===== src/rtl/serial_add_ctrl.sv =====
// serial_add_ctrl: bit-serial add/subtract, one full-adder cell and carry flop shared LSB-first over WIDTH steps
module serial_add_ctrl #(
    parameter int WIDTH = 8
) (
    input  logic             clk,
    input  logic             rst_n,
    input  logic             start,
    input  logic             sub,
    input  logic [WIDTH-1:0] a,
    input  logic [WIDTH-1:0] b,
    output logic             busy,
    output logic             done,
    output logic [WIDTH-1:0] sum,
    output logic             cout,
    output logic             ovf
);
    localparam int CW = $clog2(WIDTH) + 1;
    typedef enum logic [1:0] {IDLE, RUN, DONE} state_t;
    state_t           state, state_next;
    logic [WIDTH-1:0] op_a, op_b;
    logic [CW-1:0]    cnt;
    logic             carry, s, c, last, accept;
    assign s      = op_a[0] ^ op_b[0] ^ carry;
    assign c      = (op_a[0] & op_b[0]) | ((op_a[0] ^ op_b[0]) & carry);
    assign last   = (cnt == CW'(WIDTH - 1));
    assign accept = start && (state != RUN);
    assign busy   = (state == RUN);
    assign done   = (state == DONE);
    always_comb begin
        state_next = state;
        if (state == RUN) state_next = last ? DONE : RUN;
        else state_next = accept ? RUN : IDLE;
    end
    always_ff @(posedge clk) begin
        if (!rst_n) state <= IDLE;
        else state <= state_next;
    end
    // Operand/result datapath; sum fills from the top as bits are produced LSB first
    always_ff @(posedge clk) begin
        if (!rst_n) begin
            op_a  <= '0;
            op_b  <= '0;
            carry <= 1'b0;
            cnt   <= '0;
            sum   <= '0;
            cout  <= 1'b0;
            ovf   <= 1'b0;
        end else if (accept) begin
            op_a  <= a;
            op_b  <= sub ? ~b : b;
            carry <= sub;
            cnt   <= '0;
            sum   <= '0;
            cout  <= 1'b0;
            ovf   <= 1'b0;
        end else if (state == RUN) begin
            op_a  <= op_a >> 1;
            op_b  <= op_b >> 1;
            sum   <= WIDTH'({s, sum} >> 1);
            carry <= c;
            cnt   <= cnt + CW'(1);
            if (last) begin
                cout <= c;
                ovf  <= c ^ carry;
            end
        end
    end
endmodule


===== config.mk =====
export PLATFORM = sky130hd
export DESIGN_NAME = serial_add_ctrl
export DESIGN_NICKNAME = d
export VERILOG_FILES = /design/src/rtl/serial_add_ctrl.sv
export SDC_FILE = /design/constraint.sdc
export NUM_CORES = 1
export LEC_CHECK = 0
export CAP_MARGIN = 15
export CORE_MARGIN = 5
export CORE_UTILIZATION = 50
export DETAILED_ROUTE_END_ITERATION = 10
export DONT_BUFFER_PORTS = 1
export PLACE_DENSITY = 0.67
export RECOVER_POWER = 50
export SYNTH_ARGS = -nofsm -noshare
export SYNTH_HDL_FRONTEND = slang
export SYNTH_SLANG_ARGS = --single-unit

===== constraint.sdc =====
create_clock -name clk -period 1.1 [get_ports clk]
set_input_delay 0.11 -clock clk [delete_from_list [all_inputs] [get_ports clk]]
set_output_delay 0.11 -clock clk [all_outputs]
set_load 0.02 [all_outputs]

==> run summary, run 1 <==
status -> finished with violations
failing checks -> hold timing, setup timing
CTS tree -> done
Tot GR Track Use -> 0.1670
post-synthesis net count -> 180
power density over the cells -> 1347 nW/µm²
Setup Viol. Count Final -> 19
1st-iter DRT viols -> 56
Setup crit end kind -> output pin
max incr delay on CP -> 330 ps
global-route wire length before repair -> 5.347 mm
number of remaining DRC errors -> 0
TritonRoute pass-1 iters -> 5
final net count -> 210
Hold Crit Class -> in2reg
total of max-cap violations -> 0
core box area -> 2805 µm²
depth of the CTS H-tree -> 2
sequential element share of the synthesized area -> 0.4475
final setup margin -> -113.8 ps
leak pwr -> 0.8675 nW
Worst Hold Launch -> rst_n
Hold Vio Cnt, Final -> 19
most frequent cells in the layout -> dfxtp_1, nand2_1, mux2i_1
die height -> 64.34 µm
kind of critical path -> reg2out
Max Transition Viols Final -> 0
Reg clk slew, reported paths -> 90 ps
Pwr Total -> 0.002640 W
Total Wirelength -> 3.410 mm
largest net degree at the start of global routing -> 23
Peak VDD IR -> 1.033 mV
Vias/cell -> 5.509
CP max FO -> 2
RSZ-0062 raised after global routing -> yes
most used cell, CP -> buf_6
vias in the first global route -> 1191
WL/cell -> 15.50 µm
Yosys warnings -> 0
most common cell after layout, fill and taps aside -> dfxtp_1
via count -> 1212
Crit path required time -> 990 ps
grt ovf -> 0
routability cong. -> 0.7435
num rows -> 19
Starting Density -> 0.5263
Synth cell types -> 28
period utilization -> 1.103
DPL Wire Length -> 2.044 mm
count of input and output buffers -> 0
Synth Area per Inst -> 9.344 µm²
CTS Hold Buffers Added -> 4
share of synthesized registers carrying an async set or reset -> 0
Setup TNS Final -> -599.0 ps
minimum clock period after layout -> 1214 ps
Setup crit start -> state[1]
share of layout cells above drive strength 1 -> 0.3704
RR Startpoint -> state[1]
Synth Instances -> 158
Worst Setup Start Kind -> flop
critical path's slowest cell -> dfxtp_2
EDFF count, synth -> 0
crit-path cells -> nand2b_4 > inv_4 > buf_6 > buf_6
Sink Count -> 33
Synth Register Bits -> 33
Clock Skew -> 16.68 ps
synthesized area -> 1476 µm²
IO Count -> 32
Die Area -> 4140 µm²
Worst-Margin Slew -> 624.1 ps
initial antenna violation count -> 0
Layout area overhead -> 32.80%
TritonCTS Buffers -> 5
Min Hold Slack -> -114.5 ps
Post-synth top flop -> dfxtp_1
CTS max path bufs -> 2
Root Buffer -> clkbuf_4
Slew HR -> 0.5840
diode count -> 0
clk_lat worst skew -> 340 ps
post-route ant nets -> 0
fmax -> 823.9 MHz
Chip Width -> 64.34 µm
worst path arrival time -> 1100 ps
[flip-flops by register name (all words and copies together), names as in the netlist]
register,flops
state,2
ovf,1
carry,1
op_a,8
cout,1
sum,8
cnt,4
op_b,8
[worst paths after layout]
kind,slack [ps],to,depth (start not counted)
worst min register to register,480,op_b[4],2
worst min-delay path,-110,state[0],2
worst max-delay path,-110,busy,4
worst max register to register,-60,cnt[2],6
[metrics by stage]
stage	setup slack [ps]	std cells	hold WS, ps	instance area (µm²)	util
2_1_floorplan	5.262	158	257.2	1479	-
3_3_place_gp	-6.354	197	213.1	1590	0.5669
3_5_place_dp	-32.48	197	215.2	1590	0.5669
4_1_cts	-89.74	213	-127.6	1775	0.6329
5_1_grt	-152.3	220	-115.8	1961	0.6989
6_report	-113.8	220	-114.5	1961	0.6989
[power breakdown]
group | switching [W] | leakage, nW | internal [W]
registers | 0.0000362 | 0.272 | 0.00125
logic | 0.000178 | 0.550 | 0.000216
clock network | 0.000413 | 0.0455 | 0.000543
[critical path, delay by kind of cell (launching register included)]
kind	cells	cell delay, ps
simple gates	1	160
buf+inv	3	290
flops	1	330
[repair_timing]
action	4_1_cts	5_1_grt
gates cloned	0	3
pin swaps	1	12
buffers inserted	4	4
gates resized for setup	11	45
endpoints found under the setup margin	8	34
endpoints found under the hold margin	20	19
[routing by layer]
| metal | vias up | track usage | routed length [µm] |
|---|---|---|---|
| li1 | 602 | - | - |
| met1 | 580 | 0.1751 | 1361 |
| met2 | 24 | 0.2899 | 1794 |
| met3 | 6 | 0.07180 | 197 |
| met4 | 0 | 0.07388 | 57 |
| met5 | - | 0 | 0 |
[logic make-up after synthesis]
| kind of cell | after synthesis | share of synthesized area |
|---|---|---|
| simple gates | 50 | 0.1568 |
| compound gates | 33 | 0.1475 |
| flops | 33 | 0.4475 |
| mux | 16 | 0.1085 |
| buf+inv | 13 | 0.05254 |
| xor+xnor | 11 | 0.06525 |
| fa+ha+maj | 2 | 0.02203 |
[cell usage after synthesis, types with 2 or more instances]
cell type  count  share of area
a211oi_1       2          0.010
a21oi_1       11          0.037
buf_2          5          0.017
buf_4          4          0.020
dfxtp_1       33           0.45
inv_1          2         0.0051
mux2i_1       16           0.11
nand2_1       27          0.069
nand3_1        9          0.031
nor2_1         6          0.015
o211a_1        8          0.054
o21ai_0       10          0.034
xnor2_1        4          0.024
xor2_1         7          0.042
[final cells by class]
class	count	area, µm²
inverter	2	10.01
sequential	33	666.9
clock buffer	7	55.05
fill	211	844.6
multi-input combinational	112	837.1
clock inverter	1	30.03
timing repair buffer	34	322.8
tap	31	38.79
Power figures use the tool's default switching activity.
==> inputs of run 2 (changes only) <==
CTS_BUF_LIST = sky130_fd_sc_hd__clkbuf_2 sky130_fd_sc_hd__clkbuf_4 sky130_fd_sc_hd__clkbuf_8   (was not set)
CTS_CLUSTER_SIZE = 28   (was not set)
==> run 2 against run 1 <==
Net effect:
- the run still ends with hold timing, setup timing left
- final cell count is 1.4% lower
- clock skew decreased by 4.2 ps
- global-route usage about the same
- utilization is 1.7 points lower
- critical endpoint unchanged
- largest cell class unchanged
==> run summary, run 2 (synthesized netlist as in run 1, its figures left out) <==
Hold Vio Cnt, Final -> 19
TritonRoute pass-1 iters -> 4
WL/cell -> 15.91 µm
footprint of the multi-input gates -> 823.3 µm²
Worst-Margin Slew -> 632.2 ps
Slew HR -> 0.5785
hold path depth -> 2
Worst Hold Launch -> rst_n
final net count -> 207
period utilization -> 1.096
Top Registers -> op_a: 8 flops, op_b: 8 flops, sum: 8 flops
status -> finished with violations
Clock Skew -> 12.45 ps
Chip Width -> 64.34 µm
clk_lat worst skew -> 340 ps
1st-iter DRT viols -> 39
count of input and output buffers -> 0
num rows -> 19
Vias/cell -> 5.581
minimum clock period after layout -> 1206 ps
fmax -> 829.3 MHz
Total Wirelength -> 3.453 mm
Hold Crit Class -> in2reg
most frequent cells in the layout -> dfxtp_1, nand2_1, mux2i_1
largest net degree at the start of global routing -> 23
grt ovf -> 0
global-route wire length before repair -> 5.354 mm
share of layout cells above drive strength 1 -> 0.3333
core box area -> 2805 µm²
die height -> 64.34 µm
Crit path required time -> 990 ps
kind of critical path -> reg2out
diode count -> 0
routability cong. -> 0.7435
R2R Path End -> cnt[3]
IO Count -> 32
via count -> 1211
RR Startpoint -> state[1]
Setup Viol. Count Final -> 23
Min Hold Slack -> -126.7 ps
DPL Wire Length -> 2.044 mm
RSZ-0062 raised after global routing -> yes
initial antenna violation count -> 0
CTS max path bufs -> 2
CTS tree -> done
Layout area overhead -> 29.49%
Die Area -> 4140 µm²
register area -> 666.9 µm²
Max Transition Viols Final -> 0
CTS Hold Buffers Added -> 4
most common cell after layout, fill and taps aside -> dfxtp_1
power density over the cells -> 1380 nW/µm²
Worst Setup Start Kind -> flop
Hold Path Sink -> state[0]
failing checks -> hold timing, setup timing
post-route ant nets -> 0
Root Buffer -> clkbuf_4
worst reg-to-reg path cell count -> 4
worst path arrival time -> 1100 ps
Setup crit end kind -> output pin
Setup Slack @ Placement -> -32.48 ps
Reg clk slew, reported paths -> 90 ps
Sink Count -> 33
CP max FO -> 2
Setup TNS Final -> -778.7 ps
depth of the CTS H-tree -> 2
total of max-cap violations -> 0
FF-to-FF setup slack -> -90 ps
number of remaining DRC errors -> 0
leak pwr -> 0.8446 nW
fill cell count -> 235
TritonCTS Buffers -> 5
Peak VDD IR -> 1.082 mV
Starting Density -> 0.5263
vias in the first global route -> 1193
Tot GR Track Use -> 0.1673
final setup margin -> -105.9 ps
## run 2: cell types whose count changed in the layout (fill, tap and decap cells not counted), moves of 2 or more
cell | previous run | this run
nand2_4 | 2 | 0
nand2_1 | 20 | 26
nand2_2 | 5 | 1
buf_8 | 2 | 0
clkbuf_4 | 5 | 7
## run 2: critical path, cell delays in order, from the launching register on
cell and delay (ps):
dfxtp_2 330, nand2b_4 150, inv_4 60, buf_6 110
buf_6 110
## run 2: report_power, final
| part | total, W | leakage, nW | switching [W] | internal, W |
|---|---|---|---|---|
| clock network | 0.000988 | 0.0489 | 0.000420 | 0.000567 |
| logic | 0.000359 | 0.524 | 0.000166 | 0.000192 |
| registers | 0.00129 | 0.272 | 0.0000371 | 0.00125 |
| total | 0.00264 | 0.845 | 0.000624 | 0.00201 |
## run 2: per-stage QoR
step / area [µm²] / util / power [W] / cells / hold WS [ps]
CTS: 1783 / 0.6356 / 0.002595 / 213 / -130.0
floorplan: 1479 / - / 0.001537 / 158 / 257.2
finish: 1912 / 0.6815 / 0.002638 / 217 / -126.7
detailed placement: 1590 / 0.5669 / 0.001565 / 197 / 215.2
global route: 1912 / 0.6815 / 0.002753 / 217 / -120.8
global placement: 1590 / 0.5669 / 0.001552 / 197 / 213.1
## run 2: worst max-delay path by stage
stage | start | endpoint | slack, ps | cells after the start
detailed placement | op_b[0] | ovf | -30 | 3
global route | state[1] | busy | -140 | 4
CTS | state[1] | busy | -90 | 4
floorplan | state[1] | cnt[3] | 5 | 4
global placement | op_b[0] | ovf | -6 | 3
finish | state[1] | busy | -110 | 4
## run 2: cell type report
type,count,share of cell area
sequential,33,0.3488
clock inverter,1,0.01571
clock buffer,7,0.03076
timing repair buffer,31,0.1486
multi-input combinational,112,0.4306
tap,31,0.02029
inverter,2,0.005236
## run 2: repair_timing
action	4_1_cts	5_1_grt
endpoints found under the setup margin	8	34
cloned	0	2
pin swaps	1	7
setup buffers	4	2
gates resized for setup	12	34
hold endpoints to repair	20	18
## run 2: layer usage
layer	vias to the layer above	global-route usage	wire [µm]
met1	572	0.1751	1335
met5	-	0	0
met4	0	0.07388	74
met3	8	0.07180	242
li1	597	-	-
met2	34	0.2912	1801
==> inputs of run 3 (changes only) <==
CORE_ASPECT_RATIO = 2   (was not set)
PLACE_DENSITY = 0.8   (was 0.67)
SKIP_CTS_REPAIR_TIMING = 1   (was not set)
==> run 3 against run 2 <==
Net effect:
- flip-flop and latch count is the same
- utilization shrank 8.0 points
- global-route usage down 0.46 points
- wire length shrank 5.8%
- clock power fell by 6.4%
- the flow still finishes with violations (hold timing, setup timing)
- final area fell by 8.4%
- largest power group unchanged
- final cell count fell by 6.0%
- clock skew shrank 11 ps
- setup slack improved by 12 ps
- sequential share of layout area increased by 3.1 points
==> run summary, run 3 (synthesized netlist as in run 1, its figures left out) <==
R2R Path End -> sum[2]
hold path depth -> 1
power density over the cells -> 1447 nW/µm²
final std cells w/o fill -> 204
Slew HR -> 0.8141
final setup margin -> -93.50 ps
Hold Crit Class -> in2reg
CP max FO -> 8
Crit path required time -> 990 ps
post-route ant nets -> 0
global-route wire length before repair -> 5.168 mm
die height -> 86.85 µm
period utilization -> 1.085
fmax -> 837.9 MHz
Setup Viol. Count Final -> 15
RSZ-0062 raised after global routing -> yes
leak pwr -> 0.7660 nW
largest net degree at the start of global routing -> 21
FF-to-FF setup slack -> -70 ps
CTS max path bufs -> 2
Max Transition Viols Final -> 0
total of max-cap violations -> 0
Total Wirelength -> 3.251 mm
switching fraction of total power -> 0.2323
Reg clk slew, reported paths -> 60 ps
initial antenna violation count -> 0
status -> finished with violations
crit-path cells -> nand2b_4 > clkinvlp_4 > buf_8
WL/cell -> 15.94 µm
Tot GR Track Use -> 0.1627
P_sw -> 0.0005883 W
CTS tree -> done
count of input and output buffers -> 0
number of remaining DRC errors -> 0
Worst Hold Launch -> rst_n
Min Hold Slack -> -42.70 ps
register area -> 664.4 µm²
Starting Density -> 0.5077
most common cell after layout, fill and taps aside -> dfxtp_1
grt ovf -> 0
TritonCTS Buffers -> 5
routability cong. -> 0.7511
Comb pwr share -> 0.123
footprint of the multi-input gates -> 770.7 µm²
CP top delay family -> flip-flops
final net count -> 196
clk_lat worst skew -> 280 ps
failing checks -> hold timing, setup timing
Chip Width -> 48.43 µm
critical path's slowest cell -> dfxtp_2
Layout area overhead -> 18.56%
Worst-Margin Slew -> 278.4 ps
Hold Path Sink -> op_a[5]
Root Buffer -> clkbuf_8
diode count -> 0
Die Area -> 4206 µm²
Sink Count -> 33
design area -> 1750 µm²
Setup crit start -> state[1]
num rows -> 28
depth of the CTS H-tree -> 2
share of layout cells above drive strength 1 -> 0.2184
WP buf/inv -> 2
TritonRoute pass-1 iters -> 4
Worst Setup Start Kind -> flop
worst reg-to-reg path cell count -> 6
fill cell count -> 248
Top Registers -> op_a: 8 flops, op_b: 8 flops, sum: 8 flops
vias in the first global route -> 1166
max incr delay on CP -> 330 ps
kind of critical path -> reg2out
Seq pwr share -> 0.512
Setup crit end kind -> output pin
IO Count -> 32
most frequent cells in the layout -> dfxtp_1, nand2_1, mux2i_1
core box area -> 2908 µm²
Area after DPL -> 1549 µm²
internal cell power -> 0.001944 W
dpl cells -> 189
RR Startpoint -> state[1]
minimum clock period after layout -> 1194 ps
Clock Skew -> 1.666 ps
DPL Wire Length -> 2.270 mm
Vias/cell -> 5.623
via count -> 1147
Peak VDD IR -> 1.266 mV
1st-iter DRT viols -> 32
Hold Vio Cnt, Final -> 17
worst path arrival time -> 1080 ps
clock share of power -> 0.365
-- run 3: changes by cell type in the layout (fill, tap and decap cells not counted), moves of 3 or more --
cell / previous run / this run
buf_6: 8 / 0
clkbuf_2: 7 / 0
buf_4: 8 / 15
clkbuf_8: 1 / 6
a21oi_2: 10 / 1
clkbuf_4: 7 / 1
o21ai_1: 4 / 7
a21oi_1: 2 / 11
-- run 3: cell type report --
type | count | share of cell area
Multi-Input combinational cell | 112 | 0.4403
Tap cell | 30 | 0.02144
Inverter | 2 | 0.006433
Timing Repair Buffer | 20 | 0.1008
Sequential cell | 33 | 0.3796
Clock buffer | 7 | 0.05147
-- run 3: worst max path at each step --
stage                          to  slack [ps]  cells after the start
after global placement        ovf         -30                      4
after floorplan            cnt[3]           5                      4
after global routing       sum[2]        -170                      6
final                        busy         -90                      3
after CTS                    busy        -220                      3
after detailed placement  op_b[4]         -90                      5
-- run 3: power by group through the flow --
stage	combinational (W)	clock, W	sequential, W
3_3_place_gp	0.000241	0	0.00131
5_1_grt	0.000346	0.00102	0.00130
2_1_floorplan	0.000225	0	0.00131
3_5_place_dp	0.000257	0	0.00132
4_1_cts	0.000258	0.000960	0.00129
6_report	0.000311	0.000925	0.00130
-- run 3: per-layer routing --
| layer | routed length (µm) | global-route usage | up-vias |
|---|---|---|---|
| met3 | 234 | 0.07033 | 8 |
| li1 | - | - | 569 |
| met1 | 1084 | 0.1419 | 535 |
| met5 | 0 | 0 | - |
| met4 | 88 | 0.1108 | 0 |
| met2 | 1844 | 0.2893 | 35 |
-- run 3: through the flow --
step	total power (W)	setup WS [ps]	hold slack (ps)	TNS, ps	utilization
detailed placement	0.001574	-87.25	216.2	-690.1	0.5327
CTS	0.002509	-218.5	-90.98	-1208	0.5637
finish	0.002532	-93.50	-42.70	-857.1	0.6020
global placement	0.001555	-33.17	212.2	-33.17	0.5327
floorplan	0.001537	5.262	257.2	0	-
global route	0.002670	-169.3	-59.41	-2398	0.6020
-- run 3: worst reg2reg max path, delay by kind of cell (launching register included) --
kind | cells | cell delay [ps]
flip-flops | 1 | 330
AO/OA/AOI/OAI | 1 | 60
AND/OR/NAND/NOR | 2 | 220
buffers and inverters | 3 | 470
